[src/rtl/cpu_clken_ctrl_if.sv]
// Command/divisor/status bundle between the debug monitor and the CPU clock-enable sequencer.
interface cpu_clken_ctrl_if #(
  parameter int DIV_W   = 8,
  parameter int BURST_W = 16
);
  logic               div_load;
  logic [DIV_W-1:0]   div_value;
  logic               cmd_valid;
  logic [1:0]         cmd;
  logic [BURST_W-1:0] burst_len;
  logic               cmd_ready;
  logic               cpu_clken;
  logic               halted;
  logic               done;
  logic [31:0]        cycle_count;

  modport master (
    output div_load, div_value, cmd_valid, cmd, burst_len,
    input  cmd_ready, cpu_clken, halted, done, cycle_count
  );

  modport slave (
    input  div_load, div_value, cmd_valid, cmd, burst_len,
    output cmd_ready, cpu_clken, halted, done, cycle_count
  );
endinterface

[src/rtl/cpu_clken_ctrl.sv]
// CPU clock-enable run-control: programmable clk25 divider gated by HALT/RUN/STEP/BURST FSM.
// Optional CPU_CYCLE_COUNT_EN builds a 32-bit count of issued enables.
module cpu_clken_ctrl #(
  parameter int DIV_W       = 8,
  parameter int DEFAULT_DIV = 25,
  parameter bit RESET_RUN   = 1'b1,
  parameter int BURST_W     = 16
) (
  input logic             clk25,
  input logic             rst,
  cpu_clken_ctrl_if.slave bus
);

  typedef enum logic [1:0] {
    HALT  = 2'd0,
    RUN   = 2'd1,
    STEP  = 2'd2,
    BURST = 2'd3
  } state_t;

  typedef enum logic [1:0] {
    CMD_HALT  = 2'd0,
    CMD_RUN   = 2'd1,
    CMD_STEP  = 2'd2,
    CMD_BURST = 2'd3
  } cmd_t;

  localparam state_t RESET_STATE = RESET_RUN ? RUN : HALT;

  state_t             state, state_nxt;
  cmd_t               cmd_in;
  logic [DIV_W-1:0]   cnt, div_reg, pend_val, div_in;
  logic               pend;
  logic               tick, gate, accept;
  logic [BURST_W-1:0] burst_cnt, burst_nxt;
  logic               clken_q, clken_nxt;
  logic               done_q, done_nxt;

  assign cmd_in = cmd_t'(bus.cmd);
  assign div_in = (bus.div_value == '0) ? DIV_W'(1) : bus.div_value;
  assign tick   = (cnt == div_reg - DIV_W'(1));
  assign gate   = (state != HALT);

  assign bus.cmd_ready = (state == HALT) || (state == RUN);
  assign bus.halted    = (state == HALT);
  assign bus.cpu_clken = clken_q;
  assign bus.done      = done_q;
  assign accept        = bus.cmd_valid && bus.cmd_ready;

  // New divisor only takes effect at a wrap so the running period is never cut short.
  always_ff @(posedge clk25 or posedge rst) begin
    if (rst) begin
      cnt      <= '0;
      div_reg  <= DIV_W'(DEFAULT_DIV);
      pend     <= 1'b0;
      pend_val <= '0;
    end else begin
      if (tick) begin
        cnt  <= '0;
        pend <= 1'b0;
        if (bus.div_load)
          div_reg <= div_in;
        else if (pend)
          div_reg <= pend_val;
      end else begin
        cnt <= cnt + DIV_W'(1);
        if (bus.div_load) begin
          pend     <= 1'b1;
          pend_val <= div_in;
        end
      end
    end
  end

  always_ff @(posedge clk25 or posedge rst) begin
    if (rst) begin
      state     <= RESET_STATE;
      burst_cnt <= '0;
      clken_q   <= 1'b0;
      done_q    <= 1'b0;
    end else begin
      state     <= state_nxt;
      burst_cnt <= burst_nxt;
      clken_q   <= clken_nxt;
      done_q    <= done_nxt;
    end
  end

  // Enable in the accept cycle is gated by the state being left, not the one entered.
  always_comb begin
    state_nxt = state;
    burst_nxt = burst_cnt;
    clken_nxt = tick && gate;
    done_nxt  = 1'b0;
    unique case (state)
      HALT, RUN: begin
        if (accept) begin
          unique case (cmd_in)
            CMD_HALT: state_nxt = HALT;
            CMD_RUN:  state_nxt = RUN;
            CMD_STEP: state_nxt = STEP;
            CMD_BURST: begin
              if (bus.burst_len == '0) begin
                state_nxt = HALT;
                done_nxt  = 1'b1;
              end else begin
                state_nxt = BURST;
                burst_nxt = bus.burst_len;
              end
            end
            default: state_nxt = state;
          endcase
        end
      end
      STEP: begin
        if (tick) begin
          state_nxt = HALT;
          done_nxt  = 1'b1;
        end
      end
      BURST: begin
        if (tick) begin
          burst_nxt = burst_cnt - BURST_W'(1);
          if (burst_cnt == BURST_W'(1)) begin
            state_nxt = HALT;
            done_nxt  = 1'b1;
          end
        end
      end
      default: state_nxt = RESET_STATE;
    endcase
  end

`ifdef CPU_CYCLE_COUNT_EN
  logic [31:0] cyc;

  always_ff @(posedge clk25 or posedge rst) begin
    if (rst)
      cyc <= '0;
    else if (accept && cmd_in == CMD_RUN)
      cyc <= '0;
    else if (clken_q)
      cyc <= cyc + 32'd1;
  end

  assign bus.cycle_count = cyc;
`else
  assign bus.cycle_count = '0;
`endif

endmodule

[src/flat_wrapper.sv]
// flat-port wrapper written by rule: the top's interface ports become plain ports
module cpu_clken_ctrl_flat 
#(
  parameter int DIV_W       = 8,
  parameter int DEFAULT_DIV = 25,
  parameter bit RESET_RUN   = 1'b1,
  parameter int BURST_W     = 16
)
  (clk25, rst, bus_div_load, bus_div_value, bus_cmd_valid, bus_cmd, bus_burst_len, bus_cmd_ready, bus_cpu_clken, bus_halted, bus_done, bus_cycle_count);
  cpu_clken_ctrl_if #(.DIV_W(DIV_W), .BURST_W(BURST_W)) bus_i ();
  input logic clk25;
  input logic rst;
  input wire logic [$bits(bus_i.div_load)-1:0] bus_div_load;
  input wire logic [$bits(bus_i.div_value)-1:0] bus_div_value;
  input wire logic [$bits(bus_i.cmd_valid)-1:0] bus_cmd_valid;
  input wire logic [$bits(bus_i.cmd)-1:0] bus_cmd;
  input wire logic [$bits(bus_i.burst_len)-1:0] bus_burst_len;
  output wire logic [$bits(bus_i.cmd_ready)-1:0] bus_cmd_ready;
  output wire logic [$bits(bus_i.cpu_clken)-1:0] bus_cpu_clken;
  output wire logic [$bits(bus_i.halted)-1:0] bus_halted;
  output wire logic [$bits(bus_i.done)-1:0] bus_done;
  output wire logic [$bits(bus_i.cycle_count)-1:0] bus_cycle_count;
  assign bus_i.div_load = bus_div_load;
  assign bus_i.div_value = bus_div_value;
  assign bus_i.cmd_valid = bus_cmd_valid;
  assign bus_i.cmd = bus_cmd;
  assign bus_i.burst_len = bus_burst_len;
  assign bus_cmd_ready = bus_i.cmd_ready;
  assign bus_cpu_clken = bus_i.cpu_clken;
  assign bus_halted = bus_i.halted;
  assign bus_done = bus_i.done;
  assign bus_cycle_count = bus_i.cycle_count;
  cpu_clken_ctrl #(.DIV_W(DIV_W), .DEFAULT_DIV(DEFAULT_DIV), .RESET_RUN(RESET_RUN), .BURST_W(BURST_W)) u_core (.clk25(clk25), .rst(rst), .bus(bus_i));
endmodule
[config.mk]
export PLATFORM = sky130hd
export DESIGN_NAME = cpu_clken_ctrl_flat
export DESIGN_NICKNAME = d
export VERILOG_FILES = /design/src/rtl/cpu_clken_ctrl_if.sv /design/src/rtl/cpu_clken_ctrl.sv /design/src/flat_wrapper.sv
export SDC_FILE = /design/constraint.sdc
export NUM_CORES = 1
export LEC_CHECK = 0
export CAP_MARGIN = 25
export CORE_UTILIZATION = 30
export DETAILED_ROUTE_END_ITERATION = 10
export GPL_TIMING_DRIVEN = 0
export PLACE_DENSITY = 0.55
export SYNTH_ARGS = -nofsm -noshare
export SYNTH_HDL_FRONTEND = slang
export SYNTH_SLANG_ARGS = --single-unit
[constraint.sdc]
create_clock -name clk25 -period 2.4 [get_ports clk25]
set_input_delay 0.48 -clock clk25 [delete_from_list [all_inputs] [get_ports clk25]]
set_output_delay 0.48 -clock clk25 [all_outputs]
set_load 0.02 [all_outputs]
==> impl_metrics.toml <==
[finish]
largest_reg_flops = 16
final_common_cell = "dfrtp_1"
final_nets = 443
drive_gt1_share_pct = 22.4
n_fill_cell = 998
ff_latch_area_um2 = 1130
multi_input_comb_area_um2 = 1830
syn2layout_area_growth_pct = 31.6
fin_area_um2 = 3960
antenna_cells = 0
largest-register = "u_core.burst_cnt"
final_cell_mix = "dfrtp_1 (39), buf_4 (37), conb_1 (32), clkdlybuf4s50_1 (32), a21oi_1 (28)"

[clock_network]
cts_hold_buf = 0
cts_buffers = 5
clock_latency_ps = 310
htreeDepth = 2
cts_buffer_depth = 2
clkTransAtPathRegs_ps = 100
cts_sinks = 45
cts_tree = "built"
cts-root-buf = "clkbuf_8"

[routing]
drc_errors = 0
antenna_left = 0
first_pass_iters = 4
viasPerCell = 5.01
drt-total-wl_um = 7960
drt_iter0_markers = 85
wire_per_inst_um = 14.7
route.vias.total = 2723

[place]
port_buffers = 32
pre_cts_ws_ps = -823
placedInstanceArea_um2 = 3690
place_congestion = 0.888
hpwlAfterDp_um = 5710

[synthesis]
syn_area_um2 = 3010
seq_area_frac_synth_pct = 37.6
ys_types = 48
synth_top_family_by_area = "simple AND/OR/NAND/NOR gates"
synth_mux_area_share_pct = 3.33
synth_compound_area_share_pct = 20.3
synth_fa_ha_area_share_pct = 1.66
syn_avg_cell_area_um2 = 8.98
ys_warn_count = 0
synth_top_area_cell = "dfrtp_1"
synth-seq-cells = 45
synth_area_leaders = "dfrtp_1 (34%), buf_4 (8.0%), o211ai_1 (5.5%)"
yosysTopAreaCellShare_pct = 34.1
synth-simple-area-share_pct = 22.0
syn_inst = 335
synth_xor_area_share_pct = 4.07

[global_routing]
grt_pass1_wl_um = 12900
gr-usage-all-layers_pct = 16.0
grt_max_degree = 40
gr-total-overflow = 0
antenna_found_initial = 1
grt_pass1_vias = 2594

[setup_path]
crit_start = "u_core.div_reg[0]"
r2r-start = "u_core.div_reg[0]"
critPathKind = "reg2reg"
critPathArrivalTime_ps = 2600
r2r_slack_ps = -3
cp_max_fo = 8
path_buf_inv = 2
critPathSlowestCell = "dfstp_2"
start_kind = "flip-flop"
cp.required_ps = 2600
cpPeakStageDelay_ps = 560
crit_chain = "inv_2 > ha_4 > nor2b_4 > or3_4 > a31oi_4 > nand2_4 > o21ai_4 > buf_12 > mux2_4"
cp_top_family = "simple AND/OR/NAND/NOR gates"
cp-end-kind = "flip-flop"

[floorplanning]
pin_count = 66
rows = 36
die_area_um2 = 10400
start_util_pct = 30.9
die_w_um = 102
die_y_um = 102
core_area_um2 = 9730

[timing]
fin_crit_sh_pct = 100
rsz0062_at_grt = "yes"
final_hold_viol_count = 0
fmax_mhz = 416
timing.hold.ws_ps = 364
fin_worst_skew_ps = 7.40
relSlewSlack_pct = 63.2
setup_viol = 2
period_needed_ps = 2400
finalMaxSlewViolations = 0
fin_ws_ps = -3.27
worstMarginPinSlew_ps = 548

[hold_path]
min-delay-path-class = "in2async"

[outcome]
violations = "setup timing"
status = "finished, violations left"

[power]
ir_drop_v = 0.000413
p_per_area_nw_per_um2 = 1080
p_leak_nw = 1.63

[run]
drv_cap = 0
-- per-stage QoR --
step | std cells | TNS [ps] | total power, W | utilization, %
floorplan | 366 | -0.153 | 0.00290 | -
global placement | 531 | -20540 | 0.00338 | 37.8
detailed placement | 532 | -14150 | 0.00344 | 38.0
CTS | 540 | -5.24 | 0.00405 | 39.6
global route | 543 | -707 | 0.00458 | 40.7
finish | 543 | -4.03 | 0.00426 | 40.7
-- area by class of cell --
| type | count | share of cell area, % |
|---|---|---|
| Tap cell | 133 | 4.20 |
| Sequential cell | 45 | 28.6 |
| Clock inverter | 3 | 0.537 |
| Multi-Input combinational cell | 266 | 46.1 |
| Clock buffer | 5 | 1.74 |
| Buffer | 44 | 7.55 |
| Inverter | 7 | 0.663 |
| Timing Repair Buffer | 40 | 10.5 |
-- repair_timing --
action                                  4_1_cts  5_1_grt
endpoints found under the setup margin       42       41
endpoints found under the hold margin         0        0
buffers inserted                              3        6
cloned                                        0        0
resized for setup                            10       28
pin swaps                                     2       12
-- logic make-up after synthesis --
group | count (synthesis)
xor+xnor | 14
simple gates | 117
flops | 45
buf+inv | 55
fa+ha+maj | 4
mux | 9
other cells | 1
compound gates | 90
-- layer usage --
| layer | vias up | global-route usage [%] | share of wire [%] |
|---|---|---|---|
| li1 | 1323 | - | - |
| met1 | 1305 | 19.6 | 46 |
| met2 | 79 | 27.8 | 48 |
| met3 | 14 | 3.76 | 4.8 |
| met4 | 2 | 4.95 | 1.6 |
| met5 | - | 0 | 0.16 |
-- synthesized netlist by cell type, drive strengths merged --
cell type	n
dfrtp	41
buf	33
a21oi	28
o211ai	22
nor2	18
nor3	17
nand3	16
clkbuf	15
nand2	12
o21ai	10
xor2	10
and3b	9
nor4	9
mux2	8
o2bb2ai	8
inv	7
a211oi	5
and2	5
nand2b	5
nor2b	5
o311ai	5
or3	5
and3	4
dfstp	4
ha	4
xnor2	4
nand4	3
o22ai	3
or2	3
or4	3
a31oi	2
o21bai	2
a211o	1
a21boi	1
a21o	1
a32o	1
and4	1
and4bb	1
conb	1
mux2i	1
nand4b	1
o31a	1
-- report_power, final --
part	internal, W	total (W)	switching [W]	leakage, nW
combinational	0.00105	0.00231	0.00127	1.07
clock	0.000207	0.000506	0.000299	0.0445
sequential	0.00108	0.00144	0.000364	0.512
total	0.00233	0.00426	0.00193	1.63
-- final timing paths --
kind	depth (start not counted)	end
worst max-delay path	9	u_core.pend_val[0]
worst min-delay path	2	u_core.bus.done
worst max register to register	9	u_core.pend_val[0]
worst min register to register	1	u_core.pend_val[2]
max in group asynchronous	3	u_core.div_reg[0]
min in group clk25	1	u_core.pend_val[2]
(Power assumes the default switching activity.)
